--- src/rtl/hilo_reg_pkg.sv ---
// Shared definitions for the HI/LO register pair: data width and the
// active levels of reset and write enable.
package hilo_reg_pkg;

  localparam int unsigned RegDataWidth = 32;
  localparam logic        RstEnable    = 1'b1;
  localparam logic        WriteEnable  = 1'b1;

endpackage : hilo_reg_pkg

--- src/rtl/hilo_reg_half.sv ---
// One half of the HI/LO pair: a DATA_WIDTH-wide register with write enable
// and synchronous reset; the output comes straight from the flop.
module hilo_half
  import hilo_reg_pkg::*;
#(
  parameter int unsigned DATA_WIDTH = RegDataWidth
) (
  input  logic                  clk,
  input  logic                  rst,
  input  logic                  we,
  input  logic [DATA_WIDTH-1:0] data_in,
  output logic [DATA_WIDTH-1:0] data_out
);

  logic [DATA_WIDTH-1:0] data_d;
  logic [DATA_WIDTH-1:0] data_q;

  // Only an explicit 1 loads; an unknown enable falls through to hold.
  always_comb begin
    data_d = data_q;
    if (we == WriteEnable) begin
      data_d = data_in;
    end
  end

  always_ff @(posedge clk) begin
    if (rst == RstEnable) begin
      data_q <= '0;
    end else begin
      data_q <= data_d;
    end
  end

  assign data_out = data_q;

endmodule : hilo_half

--- src/rtl/hilo_reg.sv ---
// HI/LO special-purpose register pair: two independent registers sharing
// clock and synchronous reset, each with its own write enable.
module hilo_reg
  import hilo_reg_pkg::*;
#(
  parameter int unsigned DATA_WIDTH = RegDataWidth
) (
  input  logic                  clk,
  input  logic                  rst,
  input  logic                  we_hi,
  input  logic [DATA_WIDTH-1:0] hi_data_in,
  input  logic                  we_lo,
  input  logic [DATA_WIDTH-1:0] lo_data_in,
  output logic [DATA_WIDTH-1:0] hi_data_out,
  output logic [DATA_WIDTH-1:0] lo_data_out
);

  hilo_half #(
    .DATA_WIDTH(DATA_WIDTH)
  ) u_hi (
    .clk     (clk),
    .rst     (rst),
    .we      (we_hi),
    .data_in (hi_data_in),
    .data_out(hi_data_out)
  );

  hilo_half #(
    .DATA_WIDTH(DATA_WIDTH)
  ) u_lo (
    .clk     (clk),
    .rst     (rst),
    .we      (we_lo),
    .data_in (lo_data_in),
    .data_out(lo_data_out)
  );

endmodule : hilo_reg

--- config.mk ---
export PLATFORM = sky130hd
export DESIGN_NAME = hilo_reg
export DESIGN_NICKNAME = d
export VERILOG_FILES = /design/src/rtl/hilo_reg_pkg.sv /design/src/rtl/hilo_reg_half.sv /design/src/rtl/hilo_reg.sv
export SDC_FILE = /design/constraint.sdc
export NUM_CORES = 1
export LEC_CHECK = 0
export CAP_MARGIN = 25
export CORE_MARGIN = 4
export CORE_UTILIZATION = 38
export CTS_CLUSTER_DIAMETER = 150
export CTS_CLUSTER_SIZE = 30
export DETAILED_ROUTE_END_ITERATION = 8
export PLACE_DENSITY = 0.8
export REMOVE_ABC_BUFFERS = 1
export SLEW_MARGIN = 25
export SYNTH_ARGS = -nofsm -noshare
export SYNTH_HDL_FRONTEND = slang
export SYNTH_SLANG_ARGS = --single-unit
--- constraint.sdc ---
create_clock -name clk -period 1.1 [get_ports clk]
set_input_delay 0.275 -clock clk [delete_from_list [all_inputs] [get_ports clk]]
set_output_delay 0.275 -clock clk [all_outputs]
set_load 0.02 [all_outputs]
Word-level counts from Yosys, hierarchy flattened
Index checks and enable logic that the tools add are counted.
{"block": "word_totals", "output_inout_bits": 64, "elab_cells": 2, "register_bits": 64}

Logic depth before layout (Yosys ltp)
Gate-level depths: netlist of run 1.
{"block": "depth", "depth_word": 0, "ltp_mapped": 4, "mapped_depth_nobuf": 2}

Modules after synthesis
A second synthesis of run 1 with hierarchy kept.
{"block": "unflattened", "cells_unflattened": 206, "area_unflattened_um2": 2327.2}
{"mod": "hilo_half", "area_per_inst_um2": 1163.6, "seq_area_each_um2": 640.6, "instances": 2, "cells_each": 103}

Worst setup path before layout of run 1
Ideal clock, no wire load.
{"block": "synth_path", "kind": "input-to-reg", "from": "in we_hi", "to": "reg u_hi.data_q[0], in the netlist u_hi.data_out[0]", "t_required_ps": 972, "setup_slack_ps": 232, "stages": 4, "arrival_ps": 740, "cell_sequence": "buf_6 -> buf_12 -> mux2i_1 -> nor2_1"}
{"item": "start: declaration", "line_no": "hilo_reg.sv:10", "source": "input logic we_hi,"}
{"item": "end signal: assignment", "line_no": "hilo_reg_half.sv:30", "source": "data_q <= data_d;"}
{"item": "end: declaration", "line_no": "hilo_reg_half.sv:16", "source": "logic [DATA_WIDTH-1:0] data_q;"}

Worst setup path in the final report of run 1
{"block": "layout_path", "from": "reg u_lo.data_q[2], in the netlist u_lo.data_out[2]", "to": "out lo_data_out[2]"}
{"item": "start: declaration", "line_no": "hilo_reg_half.sv:16"}
{"item": "start signal: assignment", "line_no": "hilo_reg_half.sv:30"}
{"item": "end: declaration", "line_no": "hilo_reg.sv:15", "source": "output logic [DATA_WIDTH-1:0] lo_data_out"}
No word-level cell between the ends.

==> metrics.yaml, run 1 <==
status: "finished clean"
drtIter0Drc: 54
final_core_util_pct: 67.7
path_buf_inv: 1
antenna_left: 0
portBuffers: 131
critical_path_class: "reg2out"
period_needed_ns: 1.06
clock_path_buffers: 2
placed_cells: 406
yosys_register_bits: 64
avgSynthCellArea_sq_um: 11.3
drive_above_1_share_pct: 44.1
netlist_instances: 207
ir_drop_mv: 0.911
vias: 1925
fin_ws_ns: 0.0362
max_stage_delay_ns: 0.35
fmax_ghz: 0.940
power_uw: 5680
setup_viol: 0
synth_cell_type_count: 8
area_growth_syn_to_layout_pct: 72.6
critical_path.max_fanout: 2
routedWlPerCell_microns: 15.0
wirelength_microns: 6340
final_cell_mix: "mux2i_1, nor2_1, clkdlybuf4s50_1, buf_6, dfxtp_2"
fin_crit_sh_pct: 96.7
h-tree-depth: 3
grt_antenna_before_repair: 0
cts_tree: "done"
skew_ns: 0
path_clk_slew_ns: 0.07
finalMaxSlewViolations: 0
cp.arrival_ns: 0.79
clk_latency_ns: 0.32
crit_family: "flip-flops"
grt_max_degree: 25
hpwl_microns: 4620
cp.required_ns: 0.82
synth.yosys.seq_area_share_pct: 54.8
hold_viol_final: 0
syn_area_sq_um: 2340
critPathSlowestCell: "dfxtp_2"
crit_chain: "buf_6"
drc_errors: 0
worst_pin_slew_ns: 0.270
num-nets-final: 410
fillCellCount: 471
post_cts_buffers: 0
num_antenna_cells: 0
die_y_microns: 86.4
yosys_warnings: 0
cts_buffers: 9
p_per_area_nw_per_um2: 1410
min_path_type: "in2reg"
holdWs_ns: 0.301
dieArea_sq_um: 7470
grt_pass1_vias: 1894
drt_pre_antenna_iters: 4
initial_utilization_pct: 39.2
die_x_microns: 86.4
grt_overflow: 0
drv_cap: 0
layout.cells.non_filler: 422
rsz0062_at_grt: "yes"
fp-row-count: 28
track_usage_pct: 16.3
grt_pass1_wl_microns: 9340
dpl_worst_slack_ns: -0.128
relSlewSlack_pct: 82.0
core_area_sq_um: 5960
cts_root_buf: "clkbuf_8"
holdBufCountCts: 0
endpoint_kind: "output pin"
drt-vias-per-instance: 4.56
leakagePower_uw: 0.00186
num_io_pins: 132
cts.sinks: 64
cp-start-kind: "flip-flop"
place.gp.congestion: 0.729
flip-flops by register name (all words and copies together) (netlist names):
signal,flops
u_hi.data_out,32
u_lo.data_out,32
report_power, final:
group / leakage [uW] / switching [uW] / internal (uW) / total (uW)
logic: 0.00121 / 446 / 625 / 1070
registers: 0.000551 / 96.5 / 2490 / 2580
clock network: 0.000103 / 858 / 1170 / 2020
total: 0.00186 / 1400 / 4280 / 5680
synth_stat cells, drive strengths merged:
| master | count | area share [%] |
|---|---|---|
| nor2 | 64 | 10 |
| dfxtp | 64 | 55 |
| clkbuf | 4 | 0.64 |
| mux2i | 64 | 27 |
| buf | 11 | 6.9 |
per-stage QoR:
step / area (sq um) / setup TNS (ns)
final: 4030 / 0
after global routing: 4030 / -0.206
after CTS: 3770 / 0
after detailed placement: 3670 / -6.13
after global placement: 3670 / -5.69
after floorplan: 2160 / 0
worst paths after layout:
path                                        from                        endpoint  slack, ns  depth (start not counted)
hold / removal                               rst   u_lo.data_out[7]$_SDFFE_PP0P_       0.30                          2
hold reg to reg   u_lo.data_out[31]$_SDFFE_PP0P_  u_lo.data_out[31]$_SDFFE_PP0P_       0.50                          2
setup / recovery   u_lo.data_out[2]$_SDFFE_PP0P_                  lo_data_out[2]       0.04                          1
setup reg to reg  u_lo.data_out[26]$_SDFFE_PP0P_  u_lo.data_out[26]$_SDFFE_PP0P_       0.45                          2
metal layers:
metal  vias to the layer above  track usage (%)  share of wire (%)  wire [microns]
li1                        949                -                  -               -
met1                       889             18.7                 39            2440
met2                        73             27.0                 52            3310
met3                        14             6.08                6.7             428
met4                         0             7.51                2.5             159
met5                         -                0                  0               0
area by class of cell:
| cell class | count | area (sq um) | share of cell area (%) |
|---|---|---|---|
| Timing Repair Buffer | 139 | 1500 | 37.2 |
| Sequential cell | 64 | 1360 | 33.7 |
| Multi-Input combinational cell | 128 | 881 | 21.8 |
| Clock buffer | 13 | 159 | 3.94 |
| Tap cell | 75 | 93.8 | 2.33 |
| Clock inverter | 3 | 40.0 | 0.993 |
what timing repair did:
| action | CTS | global route |
|---|---|---|
| gates resized for setup | 346 | 102 |
| hold endpoints to repair | 0 | 0 |
| setup endpoints to repair | 64 | 61 |
kinds of logic after synthesis:
kind of cell | synth area share [%]
muxes | 27.4
DFF | 54.8
and+or+nand+nor | 10.3
buffers and inverters | 7.49
(Power assumes the default switching activity.)
==> inputs of run 2 (changes only) <==
CORE_ASPECT_RATIO = 0.8   (was unset)
==> metrics.yaml, run 2 (same netlist as run 1, synthesis figures left out) <==
cp.required_ns: 0.82  # about the same
holdBufCountCts: 0  # unchanged
final_core_util_pct: 67.5  # was 67.7%
crit_end: "hi_data_out[24]"  # was lo_data_out[2]
routed.top_layer: "met4"  # unchanged
place.gp.congestion: 0.754  # was 0.729
final_cell_mix: "mux2i_1, nor2_1, clkdlybuf4s50_1, buf_6, dfxtp_2"  # unchanged
pwr-share-comb_pct: 18.7  # was 18.9%
hold_viol_final: 0  # unchanged
p_switching_uw: 1350  # was 1400 uW
ff_latch_area_sq_um: 1360  # unchanged
crit_start: "u_hi.data_out[24]$_SDFFE_PP0P_"  # was u_lo.data_out[2]$_SDFFE_PP0P_
clkPwrFrac_pct: 35.4  # was 35.6%
path_buf_inv: 1  # unchanged
dpl_worst_slack_ns: -0.123  # was -0.128 ns
critPathSlowestCell: "dfxtp_2"  # unchanged
fmax_ghz: 0.940  # about the same
fin_setup_tns_ns: 0  # unchanged
leakagePower_uw: 0.00185  # was 0.00186 uW
dieArea_sq_um: 7480  # was 7470 sq um
p_seq_share_pct: 45.9  # was 45.5%
cp-start-kind: "flip-flop"  # unchanged
clk_latency_ns: 0.33  # was 0.32 ns
regToRegStartpoint: "u_lo.data_out[22]$_SDFFE_PP0P_"  # was u_lo.data_out[26]$_SDFFE_PP0P_
power.internal_uw: 4270  # was 4280 uW
fp-row-count: 25  # was 28
drt_pre_antenna_iters: 4  # unchanged
fin_area_sq_um: 4010  # was 4030 sq um
r2r_setup_slack_ns: 0.38  # was 0.45 ns
swShare_pct: 24.1  # was 24.7%
rr_worst_depth: 3  # was 2
critical_path_class: "reg2out"  # unchanged
area_growth_syn_to_layout_pct: 71.7  # was 72.6%
cp.arrival_ns: 0.79  # about the same
wl_met1_microns: 2270  # was 2440 microns
fin_ws_ns: 0.0358  # was 0.0362 ns
drive_above_1_share_pct: 43.8  # was 44.1%
routed-wl-met3_microns: 527  # was 428 microns
num_io_pins: 132  # unchanged
multiInputGateArea_sq_um: 881  # unchanged
relSlewSlack_pct: 84.7  # was 82.0%
cts_buffers: 9  # unchanged
drt-vias-per-instance: 4.43  # was 4.56
ir_drop_mv: 0.920  # was 0.911 mV
wirelength_microns: 5810  # was 6340 microns
critical_path.max_fanout: 2  # unchanged
hpwl_microns: 4210  # was 4620 microns
cts.sinks: 64  # unchanged
endpoint_kind: "output pin"  # unchanged
drv_cap: 0  # unchanged
rsz0062_at_grt: "yes"  # unchanged
drtIter0Drc: 71  # was 54
crit_cells: 1  # unchanged
vias: 1886  # was 1,925
h-tree-depth: 3  # unchanged
num-nets-final: 408  # was 410
initial_utilization_pct: 39.3  # was 39.2%
crit_chain: "buf_6"  # unchanged
setup_viol: 0  # unchanged
max_stage_delay_ns: 0.34  # was 0.35 ns
clock_path_buffers: 2  # unchanged
die_y_microns: 78.1  # was 86.4 microns
crit_family: "flip-flops"  # unchanged
grt_pass1_vias: 1869  # was 1,894
grt_max_degree: 35  # was 25
cts_root_buf: "clkbuf_8"  # unchanged
holdWs_ns: 0.364  # was 0.301 ns
portBuffers: 131  # unchanged
antenna_left: 0  # unchanged
fin_crit_sh_pct: 96.7  # about the same
grt_antenna_before_repair: 0  # unchanged
period_needed_ns: 1.06  # about the same
finalMaxSlewViolations: 0  # unchanged
dpl_cell_area_sq_um: 3650  # was 3670 sq um
track_usage_pct: 16.0  # was 16.3%
worst_pin_slew_ns: 0.230  # was 0.270 ns
fillCellCount: 465  # was 471
drc_errors: 0  # unchanged
core_area_sq_um: 5940  # was 5960 sq um
grt_overflow: 0  # unchanged
die_x_microns: 95.7  # was 86.4 microns
wl_met2_microns: 2870  # was 3310 microns
r2r_end: "u_lo.data_out[22]$_SDFFE_PP0P_"  # was u_lo.data_out[26]$_SDFFE_PP0P_
num_antenna_cells: 0  # unchanged
min_path_type: "in2reg"  # unchanged
grt_pass1_wl_microns: 9160  # was 9340 microns
status: "finished clean"  # unchanged
p_per_area_nw_per_um2: 1400  # was 1410 nW/um^2
routedWlPerCell_microns: 13.6  # was 15.0 microns
skew_ns: 0  # unchanged
path_clk_slew_ns: 0.06  # was 0.07 ns
cts_tree: "done"  # unchanged
run 2: cell types whose count changed in the layout (fill, tap and decap cells not counted), sizes merged:
cell  change
buf       -2
run 2: final cells by class:
cell class | instances | share of cell area, %
tap | 81 | 2.52
timing repair buffer | 137 | 36.7
multi-input combinational | 128 | 21.9
clock inverter | 3 | 0.998
sequential | 64 | 33.9
clock buffer | 13 | 3.96
run 2: worst min-delay path by stage:
stage | start | slack (ns) | endpoint | cells after the start
after floorplan | rst | 0.35 | u_hi.data_out[0]$_SDFFE_PP0P_ | 1
after global placement | u_lo.data_out[16]$_SDFFE_PP0P_ | 0.47 | u_lo.data_out[16]$_SDFFE_PP0P_ | 2
after detailed placement | u_hi.data_out[14]$_SDFFE_PP0P_ | 0.48 | u_hi.data_out[14]$_SDFFE_PP0P_ | 2
after CTS | rst | 0.35 | u_hi.data_out[3]$_SDFFE_PP0P_ | 3
after global routing | rst | 0.36 | u_hi.data_out[28]$_SDFFE_PP0P_ | 3
final | rst | 0.36 | u_hi.data_out[13]$_SDFFE_PP0P_ | 3
run 2: per-stage QoR:
| stage | instances | power, uW |
|---|---|---|
| finish | 426 | 5620 |
| global route | 426 | 5920 |
| CTS | 425 | 5660 |
| detailed placement | 409 | 3600 |
| global placement | 409 | 3580 |
| floorplan | 192 | 2940 |
run 2: repair_timing:
action / 4_1_cts / 5_1_grt
setup buffers: 0 / 1
resized for setup: 393 / 55
endpoints found under the setup margin: 64 / 46
pin swaps: 0 / 0
endpoints found under the hold margin: 0 / 0
run 2: per-layer routing:
layer,GRT usage [%],vias up
li1,-,944
met1,18.2,859
met2,25.5,70
met3,6.70,13
met4,8.24,0
met5,0,-
run 2: power by group through the flow:
stage / combinational [uW] / clock (uW) / sequential [uW]
after detailed placement: 1030 / 0 / 2570
after CTS: 1030 / 2080 / 2560
after global routing: 1130 / 2200 / 2590
after global placement: 1020 / 0 / 2570
after floorplan: 196 / 0 / 2740
final: 1050 / 1990 / 2580
